==> src/rtl/imm_gen_pipe.sv <==
// Decode-stage immediate generator: combinational RV format decode feeding a
// two-entry (main + skid) output buffer with valid/ready handshakes and flush.
module imm_gen_pipe #(
    parameter int XLEN = 32,
    parameter bit U_EN = 1'b1
) (
    input  logic            clk_i,
    input  logic            rst_i,
    input  logic            flush_i,
    input  logic            instr_valid_i,
    output logic            instr_ready_o,
    input  logic [31:0]     instr_data_i,
    output logic            imm_valid_o,
    input  logic            imm_ready_i,
    output logic [XLEN-1:0] imm_data_o,
    output logic [2:0]      fmt_o,
    output logic            illegal_o
);

    localparam logic [2:0] FMT_R   = 3'd0;
    localparam logic [2:0] FMT_I   = 3'd1;
    localparam logic [2:0] FMT_S   = 3'd2;
    localparam logic [2:0] FMT_B   = 3'd3;
    localparam logic [2:0] FMT_U   = 3'd4;
    localparam logic [2:0] FMT_J   = 3'd5;
    localparam logic [2:0] FMT_ILL = 3'd7;

    typedef enum logic [1:0] {
        ST_EMPTY = 2'd0,
        ST_ONE   = 2'd1,
        ST_FULL  = 2'd2
    } state_e;

    logic [31:0]     imm32_s;
    logic [XLEN-1:0] dec_imm_s;
    logic [2:0]      dec_fmt_s;
    logic            dec_ill_s;

    state_e          state_r;
    state_e          state_nxt_s;
    logic            valid_r;
    logic            ready_r;
    logic            in_s;
    logic            out_s;
    logic            load_main_s;
    logic            load_skid_s;
    logic            move_skid_s;

    logic [XLEN-1:0] main_imm_r;
    logic [2:0]      main_fmt_r;
    logic            main_ill_r;
    logic [XLEN-1:0] skid_imm_r;
    logic [2:0]      skid_fmt_r;
    logic            skid_ill_r;

    // Format decode and 32-bit immediate assembly from the incoming word.
    always_comb begin
        imm32_s   = 32'd0;
        dec_fmt_s = FMT_ILL;
        dec_ill_s = 1'b1;
        if (instr_data_i[1:0] == 2'b11) begin
            case (instr_data_i[6:2])
                5'b01100: begin
                    dec_fmt_s = FMT_R;
                    dec_ill_s = 1'b0;
                end
                5'b00100, 5'b00000, 5'b11001: begin
                    imm32_s   = {{20{instr_data_i[31]}}, instr_data_i[31:20]};
                    dec_fmt_s = FMT_I;
                    dec_ill_s = 1'b0;
                end
                5'b01000: begin
                    imm32_s   = {{20{instr_data_i[31]}}, instr_data_i[31:25], instr_data_i[11:7]};
                    dec_fmt_s = FMT_S;
                    dec_ill_s = 1'b0;
                end
                5'b11000: begin
                    imm32_s   = {{19{instr_data_i[31]}}, instr_data_i[31], instr_data_i[7],
                                 instr_data_i[30:25], instr_data_i[11:8], 1'b0};
                    dec_fmt_s = FMT_B;
                    dec_ill_s = 1'b0;
                end
                5'b11011: begin
                    imm32_s   = {{11{instr_data_i[31]}}, instr_data_i[31], instr_data_i[19:12],
                                 instr_data_i[20], instr_data_i[30:21], 1'b0};
                    dec_fmt_s = FMT_J;
                    dec_ill_s = 1'b0;
                end
                5'b01101, 5'b00101: begin
                    if (U_EN) begin
                        imm32_s   = {instr_data_i[31:12], 12'd0};
                        dec_fmt_s = FMT_U;
                        dec_ill_s = 1'b0;
                    end else begin
                        imm32_s   = 32'd0;
                    end
                end
                default: begin
                    imm32_s   = 32'd0;
                end
            endcase
        end else begin
            imm32_s = 32'd0;
        end
    end

    // Every format's immediate is sign-extended from bit 31, so widening is a signed cast.
    assign dec_imm_s = XLEN'($signed(imm32_s));

    assign in_s  = instr_valid_i & ready_r;
    assign out_s = valid_r & imm_ready_i;

    // Buffer occupancy next-state and entry load selects; flush overrides all.
    always_comb begin
        state_nxt_s = state_r;
        load_main_s = 1'b0;
        load_skid_s = 1'b0;
        move_skid_s = 1'b0;
        if (flush_i) begin
            state_nxt_s = ST_EMPTY;
        end else begin
            case (state_r)
                ST_EMPTY: begin
                    if (in_s) begin
                        state_nxt_s = ST_ONE;
                        load_main_s = 1'b1;
                    end else begin
                        state_nxt_s = ST_EMPTY;
                    end
                end
                ST_ONE: begin
                    if (in_s && out_s) begin
                        load_main_s = 1'b1;
                    end else if (in_s) begin
                        state_nxt_s = ST_FULL;
                        load_skid_s = 1'b1;
                    end else if (out_s) begin
                        state_nxt_s = ST_EMPTY;
                    end else begin
                        state_nxt_s = ST_ONE;
                    end
                end
                ST_FULL: begin
                    if (out_s) begin
                        state_nxt_s = ST_ONE;
                        move_skid_s = 1'b1;
                    end else begin
                        state_nxt_s = ST_FULL;
                    end
                end
                default: begin
                    state_nxt_s = ST_EMPTY;
                end
            endcase
        end
    end

    // State plus handshake flags registered straight from the next state.
    always_ff @(posedge clk_i or negedge rst_i) begin
        if (!rst_i) begin
            state_r <= ST_EMPTY;
            valid_r <= 1'b0;
            ready_r <= 1'b1;
        end else begin
            state_r <= state_nxt_s;
            valid_r <= (state_nxt_s != ST_EMPTY);
            ready_r <= (state_nxt_s != ST_FULL);
        end
    end

    // Main and skid payload registers; valids alone track occupancy.
    always_ff @(posedge clk_i or negedge rst_i) begin
        if (!rst_i) begin
            main_imm_r <= '0;
            main_fmt_r <= 3'd0;
            main_ill_r <= 1'b0;
            skid_imm_r <= '0;
            skid_fmt_r <= 3'd0;
            skid_ill_r <= 1'b0;
        end else begin
            if (load_main_s) begin
                main_imm_r <= dec_imm_s;
                main_fmt_r <= dec_fmt_s;
                main_ill_r <= dec_ill_s;
            end else if (move_skid_s) begin
                main_imm_r <= skid_imm_r;
                main_fmt_r <= skid_fmt_r;
                main_ill_r <= skid_ill_r;
            end
            if (load_skid_s) begin
                skid_imm_r <= dec_imm_s;
                skid_fmt_r <= dec_fmt_s;
                skid_ill_r <= dec_ill_s;
            end
        end
    end

    assign instr_ready_o = ready_r;
    assign imm_valid_o   = valid_r;
    assign imm_data_o    = main_imm_r;
    assign fmt_o         = main_fmt_r;
    assign illegal_o     = main_ill_r;

endmodule

==> config.mk <==
export PLATFORM = sky130hd
export DESIGN_NAME = imm_gen_pipe
export DESIGN_NICKNAME = d
export VERILOG_FILES = /design/src/rtl/imm_gen_pipe.sv
export SDC_FILE = /design/constraint.sdc
export NUM_CORES = 1
export LEC_CHECK = 0
export CAP_MARGIN = 15
export CORE_MARGIN = 1
export CORE_UTILIZATION = 40
export CTS_BUF_LIST = sky130_fd_sc_hd__clkbuf_2
export DETAILED_ROUTE_END_ITERATION = 16
export PLACE_DENSITY = 0.61
export SETUP_SLACK_MARGIN = 0.5
export SLEW_MARGIN = 20
export SYNTH_ARGS = -nofsm -noshare
export SYNTH_HDL_FRONTEND = slang
export SYNTH_SLANG_ARGS = --single-unit
==> constraint.sdc <==
create_clock -name clk_i -period 2.8 [get_ports clk_i]
set_input_delay 0.56 -clock clk_i [delete_from_list [all_inputs] [get_ports clk_i]]
set_output_delay 0.56 -clock clk_i [all_outputs]
set_load 0.05 [all_outputs]
==> results_dict.tcl <==
set metrics [dict create \
    dp_hpwl_um 6230 \
    p_total_mw 2.30 \
    synth_area_leaders "dfrtp_1, o221ai_1, nand2_1" \
    cts-root-buf "clkbuf_2" \
    crit_path_max_fanout 2 \
    remaining_drc_errors 0 \
    diodes 0 \
    whs_ns 0.149 \
    drtIter0Drc 155 \
    synth_nets 394 \
    power_density_nw_per_um2 501 \
    cts_tree "built" \
    fmax_ghz 0.461 \
    slowest_stage "dfstp_2" \
    fill_cells 853 \
    min_path_type "in2async" \
    ys_ff_latch 76 \
    rsz0062_at_grt "false" \
    drtPass1Iterations 4 \
    yosys_warnings 0 \
    die_w_um 97.4 \
    slew_headroom_pct 32.1 \
    cp_cell_sequence "dlygate4sd2_1" \
    initial_core_util_pct 41.6 \
    fin_ws_ns 0.632 \
    max_stage_delay_ns 0.57 \
    core_area_um2 8760 \
    maxCapViolCount 0 \
    grt_pass1_wl_um 15700 \
    critPathTopFamily "flip-flops" \
    hold_buffers 0 \
    status "complete, no violations" \
    insertion_delay_ns 0.52 \
    required_ns 2.24 \
    cts_resized 38 \
    crit_type "reg2out" \
    syn_avg_cell_area_um2 10.2 \
    wl_um 9330 \
    mostFrequentLayoutCells "dfrtp_1, nand2_1, dlygate4sd2_1" \
    cts_buffers 9 \
    die_h_um 97.4 \
    cts_sinks 76 \
    port_buffers 74 \
    routabilityCongestion 0.801 \
    synthCells 357 \
    synth-seq-area-share_pct 52.3 \
    clock_path_buffers 2 \
    num_vias 3056 \
    finClkSkew_ns 0.0183 \
    crit_path_start_kind "register" \
    syn_to_final_growth_pct 25.9 \
    synth_area_um2 3640 \
    pre_cts_slack_ns 0.124 \
    antenna_found_initial 0 \
    cts_setup_buffers 0 \
    switching_power_uw 738 \
    fin_setup_tns_ns 0 \
    grt_max_degree 77 \
    synth_top_area_share_pct 51.5 \
    via_per_inst 5.60 \
    grt_use_total_pct 20.9 \
    finalHoldViolations 0 \
    grt_pass1_vias 3056 \
    yosysTopAreaCell "dfrtp_1" \
    grt_overflow 0 \
    die_area_um2 9490 \
    crit_buf_inv 1 \
    p_comb_share_pct 20.7 \
    p_int_mw 1.56 \
    async_flop_share_pct 100 \
    ir_drop_mv 0.242 \
    p_sw_share_pct 32.1 \
    p_clk_share_pct 26.4 \
    ys_types 60 \
    period_share_pct 77.4 \
    arrival_ns 1.61 \
    pwr-share-seq_pct 52.9 \
    rows 34 \
    setup_viol 0 \
    synthFlopType "dfrtp_1" \
    postRouteAntennaNets 0 \
    avgRoutedWirePerCell_um 17.1 \
    htreeDepth 3 \
    cp-end-kind "output port" \
    pin_count 75 \
    synth-edff-count 0 \
    p_leak_nw 2.08 \
    fin_nets 470 \
    report.final.slew_viol_count 0 \
    drive_gt1_share_pct 12.8 \
    final_common_cell "dfrtp_1" \
    tightest_slew_ns 1.02 \
    period_needed_ns 2.17 \
    path_clk_slew_ns 0.22 \
]
## cell type report
class                           instances  area, um2  share of cell area, %
Sequential cell                        76       1900                   41.5
Clock buffer                           10       50.0                   1.09
Inverter                               28        105                   2.29
Clock inverter                          6       65.1                   1.42
Multi-Input combinational cell        225       1500                   32.6
Timing Repair Buffer                   93        833                   18.2
Tap cell                              108        135                   2.95
## worst paths after layout
kind,from,endpoint,slack [ns],cells past startpoint
worst max-delay path,instr_ready_o,instr_ready_o,0.63,1
worst min-delay path,rst_i,imm_data_o[10],0.15,1
worst max register to register,instr_ready_o,skid_imm_r[20],0.82,4
worst min register to register,skid_imm_r[27],imm_data_o[27],0.51,2
max in group asynchronous,rst_i,imm_data_o[19],2.04,1
min in group clk_i,skid_imm_r[27],imm_data_o[27],0.51,2
## power by group through the flow
stage | clock network, mW | registers [mW] | logic, mW
after floorplan | 0 | 1.34 | 0.188
after detailed placement | 0 | 1.24 | 0.501
after global placement | 0 | 1.24 | 0.497
after CTS | 0.637 | 1.22 | 0.479
after global routing | 0.680 | 1.23 | 0.513
final | 0.606 | 1.22 | 0.476
## flip-flops by register name, summed over array words and instances, names as in the netlist
signal / cells
skid_ill_r: 1
fmt_o: 3
illegal_o: 1
imm_data_o: 32
instr_ready_o: 1
imm_valid_o: 1
skid_imm_r: 32
state_r: 2
skid_fmt_r: 3
## synthesized netlist by cell type (4+ instances only)
library cell	number
dfrtp_1	75
nand2_1	50
inv_1	28
o221ai_1	25
o21ai_0	18
buf_2	16
a22oi_1	15
a21oi_1	13
o21ai_1	12
a22o_1	9
a221o_1	8
and3_1	7
clkbuf_1	7
nor2_1	7
and2_1	4
## routing by layer
layer,routed length (um),part of all wire [%],up-vias,global-route usage [%]
met2,4550,49,85,34.1
met5,0,0,-,0
met3,468,5.0,12,5.25
met1,4200,45,1504,27.5
li1,-,-,1455,-
met4,114,1.2,0,6.11
## per-stage QoR
stage	instance area, um2	util (%)	instances
after detailed placement	4510	51.5	530
after CTS	4580	52.3	546
after floorplan	3640	-	357
after global placement	4510	51.5	530
after global routing	4590	52.3	546
final	4590	52.3	546
## cells by family after synthesis
logic type,synth area share (%)
buffers and inverters,6.91
muxes,0.584
DFF,52.3
AOI/OAI and AO/OA,26.0
and+or+nand+nor,14.3
Note: power is estimated with default switching activity, not from simulation.
